--- config.mk ---
export PLATFORM = sky130hd
export DESIGN_NAME = branch_seq_ctrl
export DESIGN_NICKNAME = d
export VERILOG_FILES = /design/src/rtl/cpu_pkg.sv /design/src/rtl/branch_cond_eval.sv /design/src/rtl/branch_seq_ctrl.sv
export SDC_FILE = /design/constraint.sdc
export NUM_CORES = 1
export LEC_CHECK = 0
export CORE_MARGIN = 2
export CORE_UTILIZATION = 49
export DETAILED_ROUTE_END_ITERATION = 6
export PLACE_DENSITY_LB_ADDON = 0.2
export SYNTH_ARGS = -nofsm -noshare
export SYNTH_HDL_FRONTEND = slang
export SYNTH_SLANG_ARGS = --single-unit
--- constraint.sdc ---
create_clock -name clk -period 2.95 [get_ports clk]
set_clock_uncertainty 0.2 [all_clocks]
set_input_delay 0.4425 -clock clk [delete_from_list [all_inputs] [get_ports clk]]
set_output_delay 0.4425 -clock clk [all_outputs]
set_load 0.05 [all_outputs]
--- src/rtl/cpu_pkg.sv ---
// Shared definitions for the front-end branch sequencer: branch opcodes,
// flag bit positions inside the architectural flag word, and FSM states.
package cpu_pkg;

   // Decoded opcode width and the four conditional-branch encodings
   localparam int OP_W = 5;
   localparam logic [OP_W-1:0] OP_BEQ = 5'b10011;
   localparam logic [OP_W-1:0] OP_BLT = 5'b10100;
   localparam logic [OP_W-1:0] OP_BGT = 5'b10101;
   localparam logic [OP_W-1:0] OP_BNE = 5'b10110;

   // Architectural flag word layout: [1]=Z, [0]=N
   localparam int FLAGS_W = 2;
   localparam int Z_BIT   = 1;
   localparam int N_BIT   = 0;

   // Branch sequencer states
   typedef enum logic [1:0] {
      IDLE  = 2'd0,
      WAIT  = 2'd1,
      EVAL  = 2'd2,
      FLUSH = 2'd3
   } br_state_t;

endpackage : cpu_pkg

--- src/rtl/branch_cond_eval.sv ---
// Combinational branch decoder: reports whether an opcode is one of the
// conditional branches and whether its condition holds for the given flags.
module branch_cond_eval
   import cpu_pkg::*;
(
   input  logic [OP_W-1:0]    opcode,
   input  logic [FLAGS_W-1:0] flags,
   output logic               is_branch,
   output logic               taken
);

   // Decode opcode and evaluate its condition against Z/N
   always_comb begin
      // NOTE: every output gets a default first so no path leaves it unassigned (no latch).
      is_branch = 1'b1;
      taken     = 1'b0;
      case (opcode)
         OP_BEQ:  taken = flags[Z_BIT];
         OP_BNE:  taken = ~flags[Z_BIT];
         OP_BLT:  taken = flags[N_BIT];
         OP_BGT:  taken = ~flags[N_BIT];
         default: is_branch = 1'b0;
      endcase
   end

endmodule : branch_cond_eval

--- src/rtl/branch_seq_ctrl.sv ---
// Conditional-branch sequencer for the CPU front end. Accepts a decoded
// branch, stalls fetch while a flag-writing op is still in flight, resolves
// the condition once flags are final, drives the PC redirect and holds the
// IF/ID flush for FLUSH_CYC cycles after a taken branch. Keeps saturating
// accepted/taken branch counters.
module branch_seq_ctrl
   import cpu_pkg::*;
#(
   parameter int ADDR_W    = 16,
   parameter int FLUSH_CYC = 2,
   parameter int WAIT_MAX  = 15,
   parameter int CNT_W     = 16
) (
   input  logic               clk,
   input  logic               rst,
   input  logic               br_valid,
   input  logic [OP_W-1:0]    opcode,
   input  logic [ADDR_W-1:0]  br_target,
   output logic               br_ready,
   input  logic               flag_pending,
   input  logic [FLAGS_W-1:0] flags,
   output logic               stall_fetch,
   output logic               pc_branch_sel,
   output logic [ADDR_W-1:0]  pc_target,
   output logic               flush_ifid,
   output logic               timeout_err,
   output logic [CNT_W-1:0]   br_total,
   output logic [CNT_W-1:0]   br_taken
);

   // Counter widths sized to hold the largest value each counter reaches
   localparam int WCW = $clog2(WAIT_MAX + 1);
   localparam int FCW = $clog2(FLUSH_CYC + 1);

   localparam logic [WCW-1:0]   WAIT_LAST = WCW'(WAIT_MAX - 1);
   localparam logic [FCW-1:0]   FLUSH_LD  = FCW'(FLUSH_CYC);
   localparam logic [FCW-1:0]   FLUSH_ONE = FCW'(1);
   localparam logic [CNT_W-1:0] CNT_ONE   = CNT_W'(1);

   br_state_t         state;
   logic [OP_W-1:0]   op_q;
   logic [ADDR_W-1:0] target_q;
   logic [WCW-1:0]    wait_cnt;
   logic [FCW-1:0]    flush_cnt;

   logic [OP_W-1:0]   eval_op;
   logic              is_branch;
   logic              cond_taken;
   logic              accept;
   logic              wait_expired;

   // One decoder serves both uses: the incoming opcode while idle (is it a
   // branch?) and the latched opcode afterwards (is it taken?).
   assign eval_op = (state == IDLE) ? opcode : op_q;

   branch_cond_eval u_cond (
      .opcode    (eval_op),
      .flags     (flags),
      .is_branch (is_branch),
      .taken     (cond_taken)
   );

   assign br_ready     = (state == IDLE);
   assign accept       = br_valid & br_ready & is_branch;
   assign wait_expired = (state == WAIT) & flag_pending & (wait_cnt == WAIT_LAST);

   // Redirect and timeout depend on this cycle's flags/pending, so they are
   // decoded from the current state rather than registered a cycle late.
   assign pc_branch_sel = (state == EVAL) & cond_taken;
   assign pc_target     = pc_branch_sel ? target_q : '0;
   assign timeout_err   = wait_expired;

   // Branch FSM with registered stall/flush outputs, op latches and counters
   always_ff @(posedge clk) begin
      // NOTE: sequential state uses non-blocking assignments so every register
      // samples pre-edge values regardless of statement order.
      if (rst) begin
         state       <= IDLE;
         op_q        <= '0;
         target_q    <= '0;
         wait_cnt    <= '0;
         flush_cnt   <= '0;
         br_total    <= '0;
         br_taken    <= '0;
         stall_fetch <= 1'b0;
         flush_ifid  <= 1'b0;
      end else begin
         case (state)
            IDLE: begin
               if (accept) begin
                  op_q        <= opcode;
                  target_q    <= br_target;
                  wait_cnt    <= '0;
                  stall_fetch <= 1'b1;
                  if (br_total != '1) br_total <= br_total + CNT_ONE;
                  state       <= flag_pending ? WAIT : EVAL;
               end
            end

            WAIT: begin
               if (!flag_pending) begin
                  wait_cnt <= '0;
                  state    <= EVAL;
               end else if (wait_expired) begin
                  // Flags never settled: drop the branch as not taken
                  wait_cnt    <= '0;
                  stall_fetch <= 1'b0;
                  state       <= IDLE;
               end else begin
                  wait_cnt <= wait_cnt + WCW'(1);
               end
            end

            EVAL: begin
               stall_fetch <= 1'b0;
               if (cond_taken) begin
                  if (br_taken != '1) br_taken <= br_taken + CNT_ONE;
                  flush_cnt  <= FLUSH_LD;
                  flush_ifid <= 1'b1;
                  state      <= FLUSH;
               end else begin
                  state <= IDLE;
               end
            end

            FLUSH: begin
               flush_cnt <= flush_cnt - FLUSH_ONE;
               if (flush_cnt == FLUSH_ONE) begin
                  flush_ifid <= 1'b0;
                  state      <= IDLE;
               end
            end

            default: begin
               stall_fetch <= 1'b0;
               flush_ifid  <= 1'b0;
               state       <= IDLE;
            end
         endcase
      end
   end

endmodule : branch_seq_ctrl

==> results.py <==
metrics = {
    "clocking": {
        "path_clk_slew_ns": 0.06,
        "htreeDepth": 3,
        "clock_latency_ns": 0.33,
        "cts-root-buf": "clkbuf_8",
        "cts_tree": "done",
        "numCtsBuffers": 9,
        "cts_buffer_depth": 2,
        "cts_sinks": 63,
    },
    "yosys": {
        "synth_edf_count": 0,
        "synth_cell_types": 53,
        "synth_area_mm2": 0.003238,
        "avgSynthCellArea_um2": 8.219,
        "synth-seq-cells": 63,
        "syn_inst": 394,
        "async_flop_share_pct": 0,
        "ys_seq_area_share_pct": 38.95,
        "synth-main-ff-cell": "dfxtp_1",
        "syn_nets": 431,
        "yosysWarnings": 0,
    },
    "detailed_routing": {
        "top_layer": "met4",
        "met1_length_um": 3688,
        "totalWireLength_um": 8109,
        "drt_first_iter_violations": 150,
        "detail-route-antenna-nets": 0,
        "wire_per_inst_um": 14.30,
        "wl_met3_um": 309,
        "num_vias": 3140,
        "vias_per_cell": 5.538,
        "drc_errors": 0,
        "dr.pass1.iters": 4,
        "wl_met2_um": 3947,
    },
    "sta": {
        "rsz0062_at_grt": "yes",
        "relSlewSlack_pct": 53.55,
        "tightest_slew_ns": 0.6967,
        "max_freq_mhz": 331.5,
        "setup_violations": 16,
        "finalMaxSlewViolations": 0,
        "setup_slack_ns": -0.06695,
        "hold_slack_ns": 0.2545,
        "period_share_pct": 102.3,
        "finalHoldViolCount": 0,
        "period_needed_ns": 3.017,
    },
    "cells_and_area": {
        "stdcell_count": 567,
        "final_util_pct": 72.81,
        "final_cell_mix": "61 x dfxtp_1, 58 x clkdlybuf4s50_1, 47 x nand2_1",
        "fin_area_mm2": 0.004649,
        "synthToLayoutAreaGrowth_pct": 43.59,
        "n_fill_cell": 501,
        "layout_commonest_cell": "dfxtp_1",
        "final_layout_size_suffix_gt1_share_pct": 20.00,
        "regArea_mm2": 0.001269,
        "layout.nets": 523,
        "multi_input_area_mm2": 0.001938,
        "num_antenna_cells": 0,
    },
    "floorplanning": {
        "core_area_mm2": 0.006386,
        "io_pins": 80,
        "fp.dieW_um": 85.29,
        "num_rows": 29,
        "start_util_pct": 50.71,
        "die_h_um": 85.29,
        "die_area_mm2": 0.007274,
    },
    "setup_path": {
        "crit_required_ns": 2.31,
        "critPathMaxFanout": 5,
        "crit_buf_inv": 4,
        "max_stage_delay_ns": 0.37,
        "critical-path-top-delay-family": "compound AO/OA/AOI/OAI gates",
        "cp_common_cell": "buf_12",
        "regToRegStartpoint": "state[0]",
        "path_class": "reg2out",
        "arrival_ns": 2.37,
        "critPathCaptureType": "primary output",
        "slowest_stage": "or3b_4",
        "startpoint_type": "flip-flop",
        "crit_start": "state[0]",
        "path_cells": "inv_4 > ha_4 > buf_12 > or3b_4 > a21oi_4 > o311ai_4 > a21bo_4 > clkinvlp_4 > and2_4 > buf_12",
    },
    "global_route": {
        "grt-ovfl-total": 0,
        "grt_pass1_vias": 2847,
        "grt_max_degree": 40,
        "grt_first_pass_wirelength_um": 13590,
        "antenna_found_initial": 0,
        "grt_usage_pct": 22.92,
    },
    "place": {
        "portBuffers": 79,
        "place_hpwl_um": 5239,
        "dp.cells": 538,
        "pre_cts_ws_ns": -0.06655,
        "gp_congestion": 0.8552,
        "place_area_mm2": 0.004298,
    },
    "power_and_ir_drop": {
        "powerDensity_mw_per_mm2": 484.7,
        "irDropWorstVdd_mv": 0.4678,
        "p_leak_nw": 1.734,
    },
    "status": {
        "failed_checks": "negative setup slack",
        "status": "finished, violations left",
    },
    "worst_hold_path": {
        "hp-start": "target_q[7]",
        "hold_class": "reg2reg",
    },
    "run": {
        "cap_violations": 0,
    },
}
==> synthesized netlist by cell type (3+ instances only) <==
| cell | instances | area (um^2) |
|---|---|---|
| nor2_1 | 43 | 161.4 |
| mux2_2 | 8 | 90.09 |
| nand4_1 | 6 | 37.54 |
| nand3b_1 | 6 | 45.04 |
| nand3_1 | 15 | 75.07 |
| and4_1 | 7 | 61.31 |
| buf_6 | 3 | 33.78 |
| xor2_1 | 9 | 78.83 |
| nor3b_1 | 3 | 22.52 |
| nor4_1 | 4 | 25.02 |
| nand2_1 | 47 | 176.4 |
| mux2_1 | 5 | 56.30 |
| buf_2 | 3 | 15.01 |
| nor2b_1 | 12 | 75.07 |
| inv_1 | 9 | 33.78 |
| xnor2_1 | 6 | 52.55 |
| dfxtp_1 | 63 | 1261 |
| and2_1 | 18 | 112.6 |
| a21oi_1 | 35 | 175.2 |
| o21ai_0 | 10 | 50.05 |
| and3_1 | 7 | 43.79 |
| ha_1 | 10 | 125.1 |
| nand4b_1 | 3 | 26.28 |
| clkbuf_1 | 15 | 56.30 |
| nor3_1 | 13 | 65.06 |
==> cell families (layout without fill, tap and decap cells) <==
kind of cell,count (synthesis),after routing,share of synthesized area (%)
AOI/OAI and AO/OA,64,64,11.75
xor gates and xnor gates,15,15,4.057
adders and majority gates,10,10,3.864
buffers and inverters,31,127,4.404
DFF,63,63,38.95
muxes,13,13,4.521
and+or+nand+nor,198,198,32.46
==> sequential cells by signal, summed over array words and instances, names as in the netlist <==
register,cells
br_taken,16
flush_ifid,1
wait_cnt,4
flush_cnt,2
br_total,16
stall_fetch,1
state,2
op_q,5
target_q,16
==> layer usage <==
layer / GRT usage (%) / vias to the layer above
li1: - / 1552
met2: 37.43 / 85
met4: 8.225 / 0
met1: 30.23 / 1485
met5: 0 / -
met3: 4.377 / 18
==> through the flow <==
| step | TNS, ns | power (mW) |
|---|---|---|
| 4_1_cts | -0.7748 | 2.232 |
| 3_3_place_gp | 0 | 1.433 |
| 3_5_place_dp | -0.7674 | 1.448 |
| 2_1_floorplan | 0 | 1.326 |
| 5_1_grt | -1.930 | 2.357 |
| 6_report | -0.7203 | 2.254 |
==> power breakdown <==
part           leakage (nW)  internal (mW)  switching, mW
logic                  1.14          0.330          0.371
registers             0.510          0.892         0.0282
clock network        0.0805          0.324          0.308
==> tightest hold or removal path, cell delays in order (launching register included) <==
cell and delay (ns):
dfxtp_1 0.31, nand2_1 0.05, a21oi_1 0.05
==> repair_timing <==
| item | 4_1_cts | 5_1_grt |
|---|---|---|
| setup endpoints to repair | 17 | 19 |
| setup buffers | 11 | 1 |
| pin swaps | 15 | 6 |
| gates resized for setup | 26 | 7 |
| hold buffers | 0 | 0 |
| endpoints found under the hold margin | 0 | 0 |
| cloned | 3 | 0 |
==> path summary, 6_finish.rpt <==
check                  to  slack [ns]  cells past startpoint
max          pc_target[6]       -0.07                     10
min           target_q[7]        0.25                      2
max reg2reg   br_taken[7]        0.14                     12
min reg2reg   target_q[7]        0.25                      2
==> area by class of cell <==
type | instances | area share, %
clock buffers | 14 | 3.283
clock inverters | 1 | 0.1076
inverters | 10 | 0.9688
multi-input cells | 300 | 41.68
flip-flops and latches | 63 | 27.29
well taps | 77 | 2.072
repair buffers | 99 | 24.11
repair inverters | 3 | 0.4844
No activity file was read; power rests on OpenSTA's default activity.
